===== config.mk =====
export PLATFORM = sky130hd
export DESIGN_NAME = run_dump_ctrl
export DESIGN_NICKNAME = d
export VERILOG_FILES = /design/src/rtl/run_dump_ctrl.sv
export SDC_FILE = /design/constraint.sdc
export NUM_CORES = 1
export LEC_CHECK = 0
export CAP_MARGIN = 20
export CORE_MARGIN = 8
export CORE_UTILIZATION = 25
export CTS_CLUSTER_DIAMETER = 80
export CTS_CLUSTER_SIZE = 30
export DETAILED_ROUTE_END_ITERATION = 16
export PLACE_DENSITY = 0.55
export SYNTH_ARGS = -nofsm -noshare
export SYNTH_HDL_FRONTEND = slang
export SYNTH_SLANG_ARGS = --single-unit

===== constraint.sdc =====
create_clock -name clk_i -period 2.4 [get_ports clk_i]
set_input_delay 0.48 -clock clk_i [delete_from_list [all_inputs] [get_ports clk_i]]
set_output_delay 0.48 -clock clk_i [all_outputs]
set_load 0.01 [all_outputs]

===== src/rtl/run_dump_ctrl.sv =====
// rtl/run_dump_ctrl.sv - CPU run/freeze sequencer with handshaked register-file dump
// Optional feature macro: RUN_DUMP_HALT_EN (adds halt_i, lets the CPU end a run early)
module run_dump_ctrl #(
  parameter int DATA_W     = 32,
  parameter int NUM_REGS   = 32,
  parameter int ADDR_W     = 5,
  parameter int RUN_CYCLES = 100
) (
  input  logic              clk_i,
  input  logic              rst_i,
  input  logic              start_i,
  output logic              cpu_rst_o,
  output logic              cpu_run_o,
`ifdef RUN_DUMP_HALT_EN
  input  logic              halt_i,
`endif
  output logic [ADDR_W-1:0] rf_addr_o,
  input  logic [DATA_W-1:0] rf_data_i,
  output logic              dump_valid_o,
  input  logic              dump_ready_i,
  output logic [ADDR_W-1:0] dump_idx_o,
  output logic [DATA_W-1:0] dump_data_o,
  output logic              busy_o,
  output logic              done_o,
  output logic [31:0]       cycle_cnt_o
);

  typedef enum logic [2:0] {
    ST_IDLE = 3'd0,
    ST_RUN  = 3'd1,
    ST_LOAD = 3'd2,
    ST_SEND = 3'd3,
    ST_DONE = 3'd4
  } state_t;

  localparam logic [31:0]       RUN_LAST = 32'(RUN_CYCLES - 1);
  localparam logic [ADDR_W-1:0] IDX_LAST = ADDR_W'(NUM_REGS - 1);

  state_t              state_q, state_d;
  logic [31:0]         cycle_cnt_q, cycle_cnt_d;
  logic [ADDR_W-1:0]   idx_q, idx_d;
  logic [ADDR_W-1:0]   dump_idx_q, dump_idx_d;
  logic [DATA_W-1:0]   dump_data_q, dump_data_d;
  logic                halt_req;

  // Early-stop request from the CPU; constant zero when the halt feature is not built
`ifdef RUN_DUMP_HALT_EN
  assign halt_req = halt_i;
`else
  assign halt_req = 1'b0;
`endif

  // State and datapath registers; reset returns everything to idle values at once
  always_ff @(posedge clk_i or negedge rst_i) begin
    if (!rst_i) begin
      state_q     <= ST_IDLE;
      cycle_cnt_q <= '0;
      idx_q       <= '0;
      dump_idx_q  <= '0;
      dump_data_q <= '0;
    end else begin
      state_q     <= state_d;
      cycle_cnt_q <= cycle_cnt_d;
      idx_q       <= idx_d;
      dump_idx_q  <= dump_idx_d;
      dump_data_q <= dump_data_d;
    end
  end

  // Next-state and datapath update: run for a fixed count, then LOAD/SEND each entry
  always_comb begin
    state_d     = state_q;
    cycle_cnt_d = cycle_cnt_q;
    idx_d       = idx_q;
    dump_idx_d  = dump_idx_q;
    dump_data_d = dump_data_q;
    case (state_q)
      ST_IDLE, ST_DONE: begin
        if (start_i) begin
          state_d     = ST_RUN;
          cycle_cnt_d = '0;
          idx_d       = '0;
        end
      end
      ST_RUN: begin
        // The last RUN cycle (or the halting one) is still counted
        cycle_cnt_d = cycle_cnt_q + 32'd1;
        if ((cycle_cnt_q == RUN_LAST) || halt_req) begin
          state_d = ST_LOAD;
        end
      end
      ST_LOAD: begin
        // CPU is frozen here, so the combinational read is stable
        dump_data_d = rf_data_i;
        dump_idx_d  = idx_q;
        state_d     = ST_SEND;
      end
      ST_SEND: begin
        if (dump_ready_i) begin
          if (idx_q == IDX_LAST) begin
            state_d = ST_DONE;
          end else begin
            idx_d   = idx_q + 1'b1;
            state_d = ST_LOAD;
          end
        end
      end
      default: state_d = ST_IDLE;
    endcase
  end

  // CPU stays out of reset (but clock-gated) while its registers are dumped
  assign cpu_rst_o    = (state_q == ST_RUN) || (state_q == ST_LOAD) || (state_q == ST_SEND);
  assign cpu_run_o    = (state_q == ST_RUN);
  assign busy_o       = cpu_rst_o;
  assign done_o       = (state_q == ST_DONE);
  assign dump_valid_o = (state_q == ST_SEND);
  assign rf_addr_o    = idx_q;
  assign dump_idx_o   = dump_idx_q;
  assign dump_data_o  = dump_data_q;
  assign cycle_cnt_o  = cycle_cnt_q;

endmodule

==> results of run 1 <==
==> cell type report <==
type                       count  area, um^2  share of cell area [%]
sequential                    77        1930                    36.9
inverter                       6        22.5                   0.430
clock inverter                 4        73.8                    1.41
clock buffer                  11         233                    4.45
multi-input combinational    212        1520                    29.0
tap                          180         225                    4.30
timing repair buffer         123        1230                    23.6
==> worst paths after layout <==
check	from	to	slack, ps	cells after the start
setup / recovery	state_q[2]$_DFFE_PN0P_	dump_valid_o	200	2
hold / removal	rst_i	dump_data_o[12]$_DFFE_PN0P_	70	1
setup reg to reg	state_q[2]$_DFFE_PN0P_	cycle_cnt_o[26]$_DFFE_PN0P_	380	6
hold reg to reg	dump_data_o[13]$_DFFE_PN0P_	dump_data_o[13]$_DFFE_PN0P_	510	1
max in group asynchronous	rst_i	dump_data_o[19]$_DFFE_PN0P_	1750	2
min in group clk_i	dump_data_o[13]$_DFFE_PN0P_	dump_data_o[13]$_DFFE_PN0P_	510	1
==> sequential cells by signal, indices dropped and copies added, names as in the netlist <==
name         flops
dump_data_o     32
state_q          3
rf_addr_o        5
cycle_cnt_o     32
dump_idx_o       5
==> power by group through the flow <==
| stage | registers [W] | logic, W | clock network (W) |
|---|---|---|---|
| after global routing | 0.00230 | 0.00177 | 0.00153 |
| final | 0.00221 | 0.00163 | 0.00143 |
| after CTS | 0.00221 | 0.00167 | 0.00148 |
| after detailed placement | 0.00223 | 0.00166 | 0 |
| after floorplan | 0.00226 | 0.000487 | 0 |
| after global placement | 0.00222 | 0.00165 | 0 |
==> timing repair <==
action / 4_1_cts / 5_1_grt
resized for setup: 0 / 4
hold endpoints to repair: 0 / 0
setup endpoints to repair: 0 / 1
==> cells in the mapped netlist, drive strengths merged (4+ instances only) <==
library cell	count
nand2	43
nor3	6
nor2	8
nand3	19
dfrtp	77
and3	4
mux2	37
nor4	9
o21ai	11
buf	6
inv	5
clkbuf	8
nand4	17
mux2i	25
==> per-layer routing <==
layer	vias to the layer above	global-route usage (%)
li1	1369	-
met2	116	16.8
met3	11	6.05
met1	1382	12.9
met4	0	4.81
met5	-	0
==> cells in the final DEF (no fill, tap or decap), drive strengths merged <==
master,netlist,layout
nand3,19,19
bufinv,0,2
and3b,1,1
nor3,6,6
clkdlybuf4s50,0,112
or3b,2,2
o31ai,3,3
a31oi,3,3
ha,3,3
nand2,43,43
a32o,2,2
dlymetal6s2s,0,1
o41ai,1,1
nand4b,2,2
a41oi,1,1
nand4,17,17
buf,6,10
clkinv,1,3
o21a,1,1
clkbuf,8,11
nor4b,3,3
a22o,2,2
a21o,1,1
mux2i,25,25
a21oi,2,2
inv,5,5
nor4,9,9
and3,4,4
dfrtp,77,77
nor3b,1,1
nor2,8,8
o21ai,11,11
o31a,1,1
nand2b,1,1
and2,3,3
mux2,37,37
==> cell families (layout without fill, tap and decap cells) <==
| kind of cell | Yosys count | after routing |
|---|---|---|
| simple gates | 119 | 119 |
| fa+ha+maj | 3 | 3 |
| mux | 62 | 62 |
| flops | 77 | 77 |
| buf+inv | 20 | 144 |
| compound gates | 28 | 28 |
==> stage by stage <==
step	power, W	instances	setup slack (ps)	cell area, um^2
6_report	0.00527	613	196	5240
3_3_place_gp	0.00387	598	247	4920
2_1_floorplan	0.00275	309	462	3540
3_5_place_dp	0.00389	598	208	4920
5_1_grt	0.00560	613	136	5240
4_1_cts	0.00537	613	5.15	5230
==> worst max-delay path: cells and delay by family (launching register included) <==
kind | cells | cell delay (ps)
buf+inv | 1 | 580
flops | 1 | 450
simple gates | 1 | 350
==> qor.txt, run 1 <==
Run status: complete, no violations
Power Dens Cells: 1010 nW/um^2
Mapped Area: 3540 um^2
Core area: 13,900 um^2
DP HPWL: 7250 um
Max_slew headroom: 65.1%
N_diodes: 0
Highest Signal Layer: met4
Finish-stage setup viols: 0
Aggregate global-route resource usage: 11.2%
Worst hold slack: 65.7 ps
Initial Util: 25.5%
Routed vias/inst: 4.69
H-Tree Depth: 3
Worst Path Max Fanout: 8
Synth top area cells: dfrtp_1, mux2_2, mux2i_1, nand2_1, nand4_1
Final period util: 91.8%
Synth Area in Compound Gates: 5.23%
Die Y: 135 um
CP max stage cell: clkdlybuf4s50_1
Setup bufs post-CTS: 0
Peak supply drop: 0.000351 V
P_int: 0.00357 W
Post-synth top area share: 54.4%
EDFF count, synth: 0
Post-synthesis xor/xnor area fraction: 0%
Routed Wire Length: 9970 um
Top_reg_cell synth: dfrtp_1
Clk slew on worst S/H paths: 60 ps
Num rows: 43
Die area: 18,200 um^2
Setup TNS: 0 ps
M1 WL: 4250 um
CTS Buffer Depth: 2
Width of the die: 135 um
Vias in the first global route: 3,085
Hold violation count in the final report: 0
Max incr delay on CP: 580 ps
Synth Net Count: 348
Max-cap violations: 0
Simple-Gate Fraction of Synth Area: 17.5%
Hold crit path type: in -> async
YS warnings: 0
Worst skew pair latency: 340 ps
CTS tree: done
Post-synthesis mux area share: 18.8%
Startpoint types: flop
Global route overflow: 0
WP data required: 1920 ps
Critical path class: reg -> out
Unique masters post-synth: 38
Worst Max-Slew Pin Slew: 523 ps
Syn_area_per_cell: 11.5 um^2
RSZ-0062 raised after global routing: false
Syn-to-layout area delta: 47.7%
Nets@finish: 468
CTS Hold Bufs: 0
Combinational share of power: 30.9%
Clock share of power: 27.2%
Ys async rst share: 100%
CTS buffer count: 9
Synth area leader: dfrtp_1
Via count: 2,878
Seq pwr share: 41.9%
Crit path capture type: primary output
Critical path cell sequence: and3b_1 -> clkdlybuf4s50_1
Met2 WL: 4350 um
CP arrival: 1720 ps
Fillers: 1,395
Port Buffers: 114
First-pass GRT wire length: 16,100 um
Adder-Cell Fraction of Synth Area: 1.06%
Cells after Synth: 309
Initial antenna violation count: 0
FF+latch count, synth: 77
Routed Antenna Nets: 0
Fin crit period: 2200 ps
Final slew viol count: 0
CTS sink count: 77
Sw power: 0.00170 W
Fmax: 454 MHz
Seq/Total Area, Yosys: 54.4%
Initial DRC count: 148
Layout cell share with drive strength beyond 1: 15.2%
Largest net degree at the start of global routing: 38
Wire length on met3: 1200 um
Main combinational cell family by area after synthesis: multiplexers
Final core occ: 37.7%
Number of top-level pins: 115
# DRC: 0
Routability cong.: 0.791
WL per Instance: 16.3 um
Pleak: 2.27 nW
TritonRoute pass-1 iters: 4
Skew final: 5.78 ps
Clock root cell: clkbuf_16
Switching Fraction: 32.3%
(Power assumes the default switching activity.)
==> run 2: changes to the inputs <==
--- a/config.mk
+++ b/config.mk
@@ -6,12 +6,15 @@
 export NUM_CORES = 1
 export LEC_CHECK = 0
 export CAP_MARGIN = 20
+export CELL_PAD_IN_SITES_DETAIL_PLACEMENT = 2
+export CELL_PAD_IN_SITES_GLOBAL_PLACEMENT = 2
 export CORE_MARGIN = 8
-export CORE_UTILIZATION = 25
+export CORE_UTILIZATION = 29
 export CTS_CLUSTER_DIAMETER = 80
 export CTS_CLUSTER_SIZE = 30
 export DETAILED_ROUTE_END_ITERATION = 16
-export PLACE_DENSITY = 0.55
+export GPL_ROUTABILITY_DRIVEN = 0
+export PLACE_DENSITY = 0.86
 export SYNTH_ARGS = -nofsm -noshare
 export SYNTH_HDL_FRONTEND = slang
 export SYNTH_SLANG_ARGS = --single-unit
==> run 2 against run 1 <==
  * Core utilization increased by 5.5 points
  * Total power decreased by 0.42%
  * Critical endpoint is now cpu_run_o
  * First-iteration DRC count decreased by 49%
  * Combinational power increased by 4%
  * Global-route usage increased by 4.6 points
  * Clock-buffer cell count increased by 2
  * Sequential share of layout area increased by 0.46 points
  * Critical path type unchanged
==> qor.txt, run 2 (synthesis results as in run 1) <==
Run status: complete, no violations
Combinational share of power: 32.2% (+1.3 points)
Critical path cell sequence: or3b_1 -> clkinv_1 -> clkdlybuf4s50_1
Sw power: 0.00180 W (+5.7%)
Nets@finish: 467 (-0.21%)
# DRC: 0 (unchanged)
Clock share of power: 25.3% (-1.9 points)
Power Dens Cells: 1020 nW/um^2 (+0.95%)
DP HPWL: 8770 um (+21%)
Max_slew headroom: 57.8% (-7.4 points)
Final worst slack: 84.9 ps (-111 ps)
Num rows: 40 (-7.0%)
Routed vias/inst: 5.18 (+10%)
Fin crit period: 2320 ps (+111 ps)
CTS buffer count: 9 (unchanged)
Post-layout instance area: 5160 um^2 (-1.4%)
Skew final: 8.52 ps (+2.74 ps)
Fillers: 1,198 (-14%)
Global route overflow: 0 (unchanged)
Final core occ: 43.2% (+5.5 points)
Setup TNS: 0 ps (unchanged)
Most frequent cells in the layout: clkdlybuf4s50_1, dfrtp_1, nand2_1, mux2_2, mux2i_1
Critical path class: reg -> out
Max incr delay on CP: 530 ps (-50 ps)
Die area: 16,000 um^2 (-12%)
Pleak: 2.25 nW (-1.1%)
Initial Util: 29.6% (+4.1 points)
Number of top-level pins: 115 (unchanged)
Final period util: 96.5% (+4.6 points)
Worst path bufs/invs: 2 (+1)
First-pass GRT wire length: 19,800 um (+23%)
Startpoint types: flop
Final slew viol count: 0 (unchanged)
N_diodes: 0 (unchanged)
Peak supply drop: 0.000381 V (+8.6%)
CP max stage cell: clkdlybuf4s50_1
Aggregate global-route resource usage: 15.8% (+4.6 points)
Layout cell share with drive strength beyond 1: 15.0% (-0.23 points)
Core area: 12,000 um^2 (-14%)
Worst Max-Slew Pin Slew: 628 ps (+105 ps)
Via count: 3,002 (+4.3%)
Hold crit path type: in -> async
WP data required: 1920 ps (about the same)
Crit path capture type: primary output
H-Tree Depth: 3 (unchanged)
Routed Wire Length: 12,200 um (+22%)
Clock root cell: clkbuf_16
WL per Instance: 21.0 um (+29%)
CP arrival: 1840 ps (+120 ps)
Dpl ws: 240 ps (+32.3 ps)
Largest net degree at the start of global routing: 41 (+7.9%)
Port Buffers: 114 (unchanged)
CTS Buffer Depth: 2 (unchanged)
Routed Antenna Nets: 0 (unchanged)
Worst hold slack: 110 ps (+43.9 ps)
Worst skew pair latency: 340 ps (about the same)
Syn-to-layout area delta: 45.7%
Width of the die: 127 um (-6.3%)
Vias in the first global route: 3,475 (+13%)
CTS sink count: 77 (unchanged)
Initial DRC count: 76 (-49%)
P_int: 0.00345 W (-3.3%)
Commonest non-fill, non-tap cell in the layout: clkdlybuf4s50_1
Fmax: 432 MHz (-4.8%)
Finish-stage setup viols: 0 (unchanged)
Initial antenna violation count: 0 (unchanged)
Die Y: 127 um (-6.3%)
Clk slew on worst S/H paths: 60 ps (about the same)
Hold violation count in the final report: 0 (unchanged)
Post-DP Area: 4870 um^2 (-0.99%)
CTS tree: done
Seq pwr share: 42.5% (+0.6 points)
Worst Path Max Fanout: 8 (unchanged)
TritonRoute pass-1 iters: 4 (unchanged)
RSZ-0062 raised after global routing: false
Max-cap violations: 0 (unchanged)
Switching Fraction: 34.3% (+2.0 points)
Crit-path leading delay family: buffers and inverters
## run 2: power groups by stage
stage / Combinational (W) / Sequential [W] / Clock [W]
finish: 0.00169 / 0.00223 / 0.00133
global route: 0.00184 / 0.00231 / 0.00141
CTS: 0.00174 / 0.00224 / 0.00138
detailed placement: 0.00172 / 0.00225 / 0
global placement: 0.00165 / 0.00220 / 0
floorplan: 0.000487 / 0.00226 / 0
## run 2: layout make-up
class	instances	area, um^2	share of cell area [%]
timing repair buffer	122	1220	23.7
clock buffer	13	270	5.23
sequential	77	1930	37.3
multi-input combinational	212	1520	29.4
clock inverter	3	18.8	0.363
inverter	6	22.5	0.436
tap	147	184	3.56
## run 2: path summary, 6_finish.rpt
kind	start	to	slack, ps	cells past startpoint
max	state_q[2]$_DFFE_PN0P_	cpu_run_o	80	3
min	rst_i	dump_data_o[20]$_DFFE_PN0P_	110	1
max reg2reg	state_q[2]$_DFFE_PN0P_	cycle_cnt_o[28]$_DFFE_PN0P_	320	6
min reg2reg	dump_data_o[4]$_DFFE_PN0P_	dump_data_o[4]$_DFFE_PN0P_	510	1
max in group asynchronous	rst_i	cycle_cnt_o[28]$_DFFE_PN0P_	1690	2
min in group clk_i	dump_data_o[4]$_DFFE_PN0P_	dump_data_o[4]$_DFFE_PN0P_	510	1
## run 2: layer usage
| layer | routed length, um | GRT usage (%) | up-vias |
|---|---|---|---|
| li1 | - | - | 1367 |
| met1 | 4790 | 16.6 | 1522 |
| met2 | 5740 | 25.5 | 99 |
| met3 | 1470 | 9.43 | 14 |
| met4 | 196 | 5.73 | 0 |
| met5 | 0 | 0 | - |
## run 2: through the flow
stage | instances | total power (W)
finish | 580 | 0.00525
global route | 580 | 0.00556
CTS | 580 | 0.00536
floorplan | 309 | 0.00275
detailed placement | 564 | 0.00396
global placement | 564 | 0.00385
## run 2: worst reg2reg max path, cell delays in order (launching register included)
cell and delay, ps:
dfrtp_1 460, or3b_1 430, buf_4 190, nor4_4 270, buf_4 260, nand4_1 160, mux2i_1 170
## run 2: timing repair
action | CTS | global route
setup endpoints to repair | 0 | 1
hold buffers | 0 | 0
setup buffers | 0 | 0
resized for setup | 0 | 1
==> run 3: changes to the inputs <==
--- a/config.mk
+++ b/config.mk
@@ -9,12 +9,13 @@
 export CELL_PAD_IN_SITES_DETAIL_PLACEMENT = 2
 export CELL_PAD_IN_SITES_GLOBAL_PLACEMENT = 2
 export CORE_MARGIN = 8
-export CORE_UTILIZATION = 29
+export CORE_UTILIZATION = 31
 export CTS_CLUSTER_DIAMETER = 80
 export CTS_CLUSTER_SIZE = 30
 export DETAILED_ROUTE_END_ITERATION = 16
 export GPL_ROUTABILITY_DRIVEN = 0
-export PLACE_DENSITY = 0.86
+export PLACE_DENSITY = 0.91
+export SLEW_MARGIN = 10
 export SYNTH_ARGS = -nofsm -noshare
 export SYNTH_HDL_FRONTEND = slang
 export SYNTH_SLANG_ARGS = --single-unit
==> constraint.sdc (replaced) <==
create_clock -name clk_i -period 2.8 [get_ports clk_i]
set_input_delay 0.56 -clock clk_i [delete_from_list [all_inputs] [get_ports clk_i]]
set_output_delay 0.56 -clock clk_i [all_outputs]
set_load 0.01 [all_outputs]
==> run 3 against run 2 <==
  * Critical path depth stayed put
  * Clock-buffer cell count decreased by 3
  * Sequential power is 14% lower
  * Setup slack better by 320 ps
  * Global-route usage increased by 1.1 points
  * Routed wire length down 0.14%
  * Sequential cell count stayed put
  * First-iteration DRC count increased by 55%
  * Die area shrank 5.6%
  * Critical endpoint unchanged
  * Largest power group unchanged
==> qor.txt, run 3 (synthesis results as in run 1) <==
Crit path capture type: primary output
Width of the die: 123 um (-2.9%)
Num rows: 39 (-2.5%)
Initial Util: 31.4% (+1.8 points)
Reg area: 1930 um^2 (about the same)
TritonRoute pass-1 iters: 4 (unchanged)
Syn-to-layout area delta: 45.9%
Initial DRC count: 118 (+55%)
Global route overflow: 0 (unchanged)
CP arrival: 1830 ps (about the same)
N_diodes: 0 (unchanged)
Fin crit period: 2390 ps
First-pass GRT wire length: 19,300 um (-2.5%)
Finish-stage setup viols: 0 (unchanged)
P_int: 0.00317 W (-8.0%)
Clock root cell: clkbuf_16
Run status: complete, no violations
Setup bufs post-CTS: 0 (unchanged)
Pleak: 2.24 nW (-0.23%)
CTS buffer count: 9 (unchanged)
Commonest non-fill, non-tap cell in the layout: clkdlybuf4s50_1
Clk slew on worst S/H paths: 60 ps (about the same)
Skew final: 6.31 ps (-2.21 ps)
Hold violation count in the final report: 0 (unchanged)
CTS Hold Bufs: 0 (unchanged)
Seq pwr share: 40.5% (-2.0 points)
Hold crit path type: in -> async
Worst Path Max Fanout: 9 (+1)
Clock share of power: 28.7% (+3.4 points)
Largest net degree at the start of global routing: 78 (+90%)
Post-DP Area: 4820 um^2 (-1.1%)
Die Y: 123 um (-2.9%)
Fillers: 1,171 (-2.3%)
WL per Instance: 21.3 um (+1.1%)
H-Tree Depth: 3 (unchanged)
Aggregate global-route resource usage: 16.9% (+1.1 points)
Routed Wire Length: 12,200 um (-0.14%)
Number of top-level pins: 115 (unchanged)
WP data required: 2240 ps (+320 ps)
Core area: 11,300 um^2 (-5.8%)
Sw power: 0.00155 W (-14%)
CTS Buffer Depth: 2 (unchanged)
Routed vias/inst: 5.23 (+1.1%)
Peak supply drop: 0.000369 V (-3.2%)
# DRC: 0 (unchanged)
Via count: 2,998 (-0.13%)
Startpoint types: flop
Max_slew headroom: 33.3% (-24 points)
CTS tree: done
Setup TNS: 0 ps (unchanged)
Post-layout instance area: 5170 um^2 (+0.12%)
Port Buffers: 114 (unchanged)
Power Dens Cells: 913 nW/um^2 (-10%)
Final period util: 85.5%
Layout cell share with drive strength beyond 1: 14.4% (-0.59 points)
Combinational share of power: 30.7% (-1.5 points)
PostCTS Resize Cnt: 0 (unchanged)
Most frequent cells in the layout: clkdlybuf4s50_1, dfrtp_1, nand2_1, mux2_2, mux2i_1
Vias in the first global route: 3,427 (-1.4%)
Switching Fraction: 32.8% (-1.5 points)
Routed Antenna Nets: 0 (unchanged)
Max-cap violations: 0 (unchanged)
Critical path class: reg -> out
RSZ-0062 raised after global routing: false
Worst Max-Slew Pin Slew: 1000 ps (+373 ps)
Die area: 15,100 um^2 (-5.6%)
CTS sink count: 77 (unchanged)
DP HPWL: 8910 um (+1.6%)
Initial antenna violation count: 0 (unchanged)
Nets@finish: 464 (-0.64%)
Worst skew pair latency: 330 ps (about the same)
Final slew viol count: 0 (unchanged)
Fmax: 418 MHz
Area of the multi-input gates: 1520 um^2 (unchanged)
run 3: cell type report:
class                   instances  area share [%]
flip-flops and latches         77            37.3
multi-input cells             212            29.3
repair buffers                119            22.7
clock buffers                  10            4.62
well taps                     143            3.46
clock inverters                 6            2.13
inverters                       6           0.436
run 3: per-stage QoR:
| stage | cells | worst slack (ps) | util, % | total power (W) | hold slack (ps) |
|---|---|---|---|---|---|
| after detailed placement | 557 | 472 | 42.8 | 0.00340 | 498 |
| final | 573 | 406 | 45.9 | 0.00472 | 378 |
| after global routing | 573 | 320 | 45.9 | 0.00497 | 463 |
| after global placement | 557 | 528 | 42.8 | 0.00329 | 489 |
| after CTS | 573 | 376 | 45.9 | 0.00479 | 430 |
| after floorplan | 309 | 862 | - | 0.00236 | 264 |
run 3: path summary, 6_finish.rpt:
kind | from | to | slack (ps) | depth (start not counted)
max in group asynchronous | rst_i | cycle_cnt_o[21]$_DFFE_PN0P_ | 1760 | 1
min | rst_i | dump_data_o[27]$_DFFE_PN0P_ | 380 | 1
max reg2reg | cycle_cnt_o[0]$_DFFE_PN0P_ | cycle_cnt_o[28]$_DFFE_PN0P_ | 610 | 5
max | state_q[0]$_DFFE_PN0P_ | cpu_run_o | 410 | 3
min in group clk_i | dump_data_o[6]$_DFFE_PN0P_ | dump_data_o[6]$_DFFE_PN0P_ | 510 | 1
min reg2reg | dump_data_o[6]$_DFFE_PN0P_ | dump_data_o[6]$_DFFE_PN0P_ | 510 | 1
run 3: power groups by stage:
| stage | logic [W] | registers (W) | clock network, W |
|---|---|---|---|
| after floorplan | 0.000417 | 0.00194 | 0 |
| after global placement | 0.00140 | 0.00189 | 0 |
| after detailed placement | 0.00147 | 0.00193 | 0 |
| after CTS | 0.00149 | 0.00192 | 0.00139 |
| after global routing | 0.00157 | 0.00197 | 0.00143 |
| final | 0.00145 | 0.00191 | 0.00136 |
run 3: worst max-delay path, cell delays in order, from the launching register on:
cell and delay, ps:
dfrtp_1 490, or3b_1 410, clkinv_1 70, clkdlybuf4s50_1 530
run 3: per-layer routing:
layer  track usage, %  part of all wire, %  vias up
met5                0                    0        -
met4             6.78                  1.8        0
met3             8.22                   11       16
met2             28.9                   49      102
met1             17.5                   38     1518
li1                 -                    -     1362
